$ cat src/rtl/sm_muldiv_pkg.sv
// Shared oper codes and FSM state encoding for sm_muldiv.
// The FIXUP state exists only when SM_MULDIV_SIGNED_EN is defined.
package sm_muldiv_pkg;

    typedef enum logic [1:0] {
        MD_MULTU = 2'd0,
        MD_DIVU  = 2'd1,
        MD_MULT  = 2'd2,
        MD_DIV   = 2'd3
    } mdOper_t;

`ifdef SM_MULDIV_SIGNED_EN
    typedef enum logic [1:0] {
        ST_IDLE  = 2'd0,
        ST_RUN   = 2'd1,
        ST_FIXUP = 2'd2,
        ST_DONE  = 2'd3
    } mdState_t;
`else
    typedef enum logic [1:0] {
        ST_IDLE  = 2'd0,
        ST_RUN   = 2'd1,
        ST_DONE  = 2'd3
    } mdState_t;
`endif

endpackage

$ cat src/rtl/sm_muldiv_negate.sv
// Conditional two's complement used for signed operand magnitudes and result fixup.
// Only present when SM_MULDIV_SIGNED_EN is defined.
`ifdef SM_MULDIV_SIGNED_EN
module sm_muldiv_negate #(
    parameter int WIDTH = 32
) (
    input  logic             neg,
    input  logic [WIDTH-1:0] din,
    output logic [WIDTH-1:0] dout
);

    assign dout = neg ? (~din + WIDTH'(1)) : din;

endmodule
`endif

$ cat src/rtl/sm_muldiv.sv
// Iterative multiply/divide with HI/LO registers: shift-add MULTU, restoring DIVU, one bit per cycle.
// Define SM_MULDIV_SIGNED_EN to add MULT/DIV (magnitude datapath plus a FIXUP negation cycle).
module sm_muldiv
    import sm_muldiv_pkg::*;
#(
    parameter int WIDTH = 32
) (
    input  logic             clk,
    input  logic             rst_n,
    input  logic             start,
    input  logic [1:0]       oper,
    input  logic [WIDTH-1:0] srcA,
    input  logic [WIDTH-1:0] srcB,
    input  logic             hi_we,
    input  logic             lo_we,
    input  logic [WIDTH-1:0] wdata,
    output logic             busy,
    output logic             done,
    output logic [WIDTH-1:0] hi,
    output logic [WIDTH-1:0] lo
);

    localparam int CNT_W = $clog2(WIDTH);
    localparam logic [CNT_W-1:0] LAST = CNT_W'(WIDTH - 1);

    mdState_t           state;
    logic [CNT_W-1:0]   count;
    logic               isDiv;
    logic               divReq;
    logic [WIDTH-1:0]   opM;
    logic [WIDTH-1:0]   accHi;
    logic [WIDTH-1:0]   accLo;
    logic [WIDTH-1:0]   absA;
    logic [WIDTH-1:0]   absB;
    logic [2*WIDTH-1:0] stepRes;

    // Multiply: {accHi,accLo} starts as {0, multiplier}; add multiplicand on LSB, shift right.
    function automatic logic [2*WIDTH-1:0] mulStep(input logic [WIDTH-1:0] hiV,
                                                   input logic [WIDTH-1:0] loV,
                                                   input logic [WIDTH-1:0] mcand);
        logic [WIDTH:0] sum;
        sum = {1'b0, hiV} + (loV[0] ? {1'b0, mcand} : '0);
        return {sum, loV[WIDTH-1:1]};
    endfunction

    // Divide: accHi is the partial remainder, accLo shifts dividend bits out and quotient bits in.
    // A zero divisor always "fits", which yields quotient all ones and remainder = dividend.
    function automatic logic [2*WIDTH-1:0] divStep(input logic [WIDTH-1:0] remV,
                                                   input logic [WIDTH-1:0] quoV,
                                                   input logic [WIDTH-1:0] divisor);
        logic [WIDTH:0] shifted;
        logic [WIDTH:0] diff;
        shifted = {remV, quoV[WIDTH-1]};
        diff    = shifted - {1'b0, divisor};
        if (!diff[WIDTH])
            return {diff[WIDTH-1:0], quoV[WIDTH-2:0], 1'b1};
        return {shifted[WIDTH-1:0], quoV[WIDTH-2:0], 1'b0};
    endfunction

    assign divReq  = (oper == MD_DIVU) || (oper == MD_DIV);
    assign stepRes = isDiv ? divStep(accHi, accLo, opM) : mulStep(accHi, accLo, opM);

`ifdef SM_MULDIV_SIGNED_EN
    logic               doFix;
    logic               fixProd;
    logic               fixQuo;
    logic               fixRem;
    logic [2*WIDTH-1:0] prodFix;
    logic [WIDTH-1:0]   quoFix;
    logic [WIDTH-1:0]   remFix;

    sm_muldiv_negate #(.WIDTH(WIDTH)) uAbsA (
        .neg(oper[1] & srcA[WIDTH-1]), .din(srcA), .dout(absA));
    sm_muldiv_negate #(.WIDTH(WIDTH)) uAbsB (
        .neg(oper[1] & srcB[WIDTH-1]), .din(srcB), .dout(absB));
    sm_muldiv_negate #(.WIDTH(2*WIDTH)) uFixProd (
        .neg(fixProd), .din({accHi, accLo}), .dout(prodFix));
    sm_muldiv_negate #(.WIDTH(WIDTH)) uFixQuo (
        .neg(fixQuo), .din(accLo), .dout(quoFix));
    sm_muldiv_negate #(.WIDTH(WIDTH)) uFixRem (
        .neg(fixRem), .din(accHi), .dout(remFix));
`else
    assign absA = srcA;
    assign absB = srcB;
`endif

    always_ff @(posedge clk) begin
        if (!rst_n) begin
            state <= ST_IDLE;
            count <= '0;
            busy  <= 1'b0;
            done  <= 1'b0;
            hi    <= '0;
            lo    <= '0;
        end else begin
            done <= 1'b0;
            case (state)
                ST_IDLE: begin
                    if (hi_we) hi <= wdata;
                    if (lo_we) lo <= wdata;
                    if (start) begin
                        state <= ST_RUN;
                        busy  <= 1'b1;
                        count <= '0;
                        isDiv <= divReq;
                        accHi <= '0;
                        accLo <= divReq ? absA : absB;
                        opM   <= divReq ? absB : absA;
`ifdef SM_MULDIV_SIGNED_EN
                        doFix   <= oper[1];
                        fixProd <= srcA[WIDTH-1] ^ srcB[WIDTH-1];
                        // A zero divisor keeps the all-ones quotient regardless of signs.
                        fixQuo  <= (srcA[WIDTH-1] ^ srcB[WIDTH-1]) && (srcB != '0);
                        fixRem  <= srcA[WIDTH-1];
`endif
                    end
                end
                ST_RUN: begin
                    {accHi, accLo} <= stepRes;
                    count <= count + 1'b1;
                    if (count == LAST) begin
                        count <= '0;
`ifdef SM_MULDIV_SIGNED_EN
                        if (doFix) begin
                            state <= ST_FIXUP;
                        end else begin
                            state      <= ST_DONE;
                            busy       <= 1'b0;
                            done       <= 1'b1;
                            {hi, lo}   <= stepRes;
                        end
`else
                        state    <= ST_DONE;
                        busy     <= 1'b0;
                        done     <= 1'b1;
                        {hi, lo} <= stepRes;
`endif
                    end
                end
`ifdef SM_MULDIV_SIGNED_EN
                ST_FIXUP: begin
                    state <= ST_DONE;
                    busy  <= 1'b0;
                    done  <= 1'b1;
                    if (isDiv) begin
                        hi <= remFix;
                        lo <= quoFix;
                    end else begin
                        {hi, lo} <= prodFix;
                    end
                end
`endif
                ST_DONE: state <= ST_IDLE;
                default: state <= ST_IDLE;
            endcase
        end
    end

endmodule

$ cat config.mk
export PLATFORM = sky130hd
export DESIGN_NAME = sm_muldiv
export DESIGN_NICKNAME = d
export VERILOG_FILES = /design/src/rtl/sm_muldiv_pkg.sv /design/src/rtl/sm_muldiv_negate.sv /design/src/rtl/sm_muldiv.sv
export SDC_FILE = /design/constraint.sdc
export NUM_CORES = 1
export LEC_CHECK = 0
export ABC_CLOCK_PERIOD_IN_PS = 6950
export CORE_UTILIZATION = 35
export CTS_BUF_LIST = sky130_fd_sc_hd__clkbuf_4
export DETAILED_ROUTE_END_ITERATION = 10
export PLACE_DENSITY = 0.59
export SLEW_MARGIN = 0
export SYNTH_ARGS = -nofsm -noshare
export SYNTH_HDL_FRONTEND = slang
export SYNTH_SLANG_ARGS = --single-unit
export TNS_END_PERCENT = 30
$ cat constraint.sdc
create_clock -name clk -period 6.95 [get_ports clk]
set_input_delay 1.39 -clock clk [delete_from_list [all_inputs] [get_ports clk]]
set_output_delay 1.39 -clock clk [all_outputs]
set_load 0.01 [all_outputs]
==> summary.txt <==
Global routing
  – Largest net degree at the start of global routing: 69
  – GRT busiest layer: met2
  – GR Overflow Total: 0
  – Met2 GRT Util: 34.6%
  – M3 GR Usage: under 10%
  – Total track usage: 22.5%
  – Number of global-route vias before repair: 10200
  – First-pass GRT wire length: slightly below 60000 um
  – Initial antenna violation count: 1
  – Met1 Use GR: 32.9%

Hold path
  – Hold path cells: 2
  – Hold Path Class: register to register
  – HP Start: lo[0]
  – WHS Endpoint: lo[0]

Synth
  – Syn_area_per_cell: ~9 um2
  – Sequential area share after synthesis: 37.1%
  – EDFF count, synth: 97
  – Distinct cell type count after synthesis: 77
  – Main flop type after synthesis: edfxtp_1
  – Post-synth ARST share: 0%
  – Post-synth top area share: between 20% and 30%
  – Area leader, netlist: edfxtp_1
  – #FFs+latches synth: 170
  – Synth area leaders: edfxtp_1 (25%), dfxtp_1 (12%), ha_1 (7.0%)
  – Yosys warns: 0
  – Most frequent cell after synthesis: a21oi_1
  – Gate Count Post-Synth: around 1300
  – Syn Std Cell Area: approximately 12000 um2
  – Top cells by count, synth: a21oi_1 (152), nor2_1 (121), edfxtp_1 (97), nand2_1 (97), dfxtp_1 (73)
  – Syn Nets: 1485

Timing
  – Measured slew at the worst slew-check pin: 1140 ps
  – Final Setup Violations: 0
  – RSZ-0062 raised after global routing: false
  – Final Critical Period: roughly 4500 ps
  – Fmax: ~0.22 GHz
  – Hold Vio Cnt, Final: 0
  – TNS Setup: 0 ps
  – Slew margin rel.: between 20% and 30%
  – Fin crit share: between 60% and 70%
  – Setup Skew: 25.4 ps
  – Max Slew Vio Count: 0

Finish
  – Post-Layout Inst Area: 14000 um2
  – Nets: ~1600
  – Area Growth Syn to Fin: 19.3%
  – Share of cells above drive strength 1: between 8 and 9%
  – Fin cells: roughly 1900
  – Utilization after layout: a little over two fifths

Clock tree
  – Clock slew at reported path FFs: 170 ps
  – Clock sink total: 170
  – # resized after CTS: 0
  – H-tree depth: 4
  – Post-CTS setup buffer count: 0
  – Skew-Pair Late Insertion Delay: ~600 ps
  – Inserted Clock Buffers: 17
  – CTS tree: built
  – Cts hold-fix bufs: 0
  – Max clock buf depth: 2
  – Root Buffer: clkbuf_4

Pwr
  – Leak: between 0.005 and 0.006 uW
  – Power Dens Cells: approximately 190 nW/um2
  – Maximum vdd drop: 107 uV
  – Post-layout power: approximately 2700 uW

Place
  – Dpl cells: roughly 1900
  – # port buffers: ~170
  – Post-DP HPWL: roughly 28000 um
  – GPL Wtd Cong: a little under 1
  – DP Area: between 10000 and 15000 um2

Floorplan
  – Die height: about 190 um
  – Die area: about 34000 um2
  – Die width: ~190 um
  – Core area: roughly 33000 um2
  – Top-Level Pins: ~170
  – Initial core utilization: between 30% and 40%
  – Num rows: 66

Detailed routing
  – 1st-pass router iterations: 5
  – 1st-iter DRT viols: around 830
  – DRT Wirelength: between 30000 and 40000 um
  – DRC: 0
  – Vias/cell: 5.58
  – Wire per inst: about 20 um
  – Detail Route Antenna Nets: 0
  – Vias: about 11000

Run status
  – Status: complete, no violations

Critical path
  – Worst R2R Start: accLo[31]
  – Setup crit end kind: register
  – Required @ worst endpoint: ~7400 ps
  – WS Path Type: register to register
  – Critical path cell sequence: inv_1 -> ha_1 -> fa_1 -> nand2b_1 -> a21o_1 -> a211oi_2 -> a31oi_2 -> a2111oi_4 -> nor3_2 -> nor2_4 -> mux2_2 -> a211oi_1 -> a2111oi_0
  – Startpoint Class: register
  – FF-to-FF path depth: 13
  – Worst-path maximum fanout: 31
  – Worst Path Arrival: around 5000 ps
  – CP max stage cell: nor2_4
  – R2r endpoint: hi[3]
  – R2r setup slk: 2470 ps
  – Max stage delay on crit path: about 910 ps

Run
  – Max Cap Viol: 0
-- registers in the layout, indices dropped and copies added (netlist names) --
register	count
accHi	32
accLo	32
hi	32
lo	32
opM	32
count	5
state	2
busy	1
done	1
isDiv	1
-- metrics by stage --
step / setup WS, ps / hold slack, ps
5_1_grt: 2190 / 506
3_3_place_gp: 2530 / 447
2_1_floorplan: 1410 / 472
3_5_place_dp: 2500 / 465
6_report: 2470 / 481
4_1_cts: 2460 / 481
-- cell families after synthesis --
group | count (synthesis) | share of synthesized area [%]
muxes | 88 | 7.87
xor gates and xnor gates | 53 | 3.94
DFF | 170 | 37.1
buffers and inverters | 127 | 4.37
AOI/OAI and AO/OA | 402 | 22.9
and+or+nand+nor | 406 | 16.5
adders and majority gates | 68 | 7.35
-- worst max-delay path: cells and delay by family (launching register included) --
family          cells  cell delay (ps)
fa+ha+maj           2              640
buf+inv             1              100
mux                 1              460
compound gates      6             1400
flops               1              380
simple gates        3             1340
-- worst max-delay path by stage --
stage | cells after the start | slack (ps) | to | from
after floorplan | 2 | 1410 | isDiv | rst_n
after global placement | 13 | 2530 | accHi[7] | accLo[31]
after detailed placement | 13 | 2500 | hi[3] | accLo[31]
after CTS | 13 | 2460 | hi[3] | accLo[31]
after global routing | 13 | 2190 | hi[27] | accLo[0]
final | 13 | 2470 | hi[3] | accLo[31]
-- cells in the final DEF, fill, tap and decap left out, drive strengths merged, types with 37 or more instances in the layout --
cell           netlist  routed
dfxtp               73      73
a21oi              160     160
inv                 46      57
nor2b               37      37
nor2               122     122
nor3                41      41
and2                41      41
clkdlybuf4s50        0     166
nand2               98      98
a211oi              45      45
edfxtp              97      97
ha                  66      66
mux2i               51      51
o21ai               56      56
mux2                37      37
-- cell type report --
cell class / instances / area [um2]
inverter: 47 / 176
tap: 442 / 553
multi-input combinational: 1017 / 6930
sequential: 170 / 4370
antenna: 1 / 2.50
fill: 3341 / 18800
timing repair buffer: 178 / 1750
clock inverter: 15 / 130
clock buffer: 17 / 128
-- per-layer routing --
layer | part of all wire [%] | wire [um] | vias up
li1 | - | - | 5078
met1 | 49 | 18500 | 5111
met2 | 44 | 16900 | 309
met3 | 5.5 | 2100 | 37
met4 | 1.3 | 504 | 0
met5 | 0 | 0 | -
-- power breakdown --
group / internal [uW] / switching [uW]
Combinational: 389 / 514
Clock: 157 / 413
Sequential: 1150 / 56.9
Total: 1700 / 984
(Power assumes the default switching activity.)
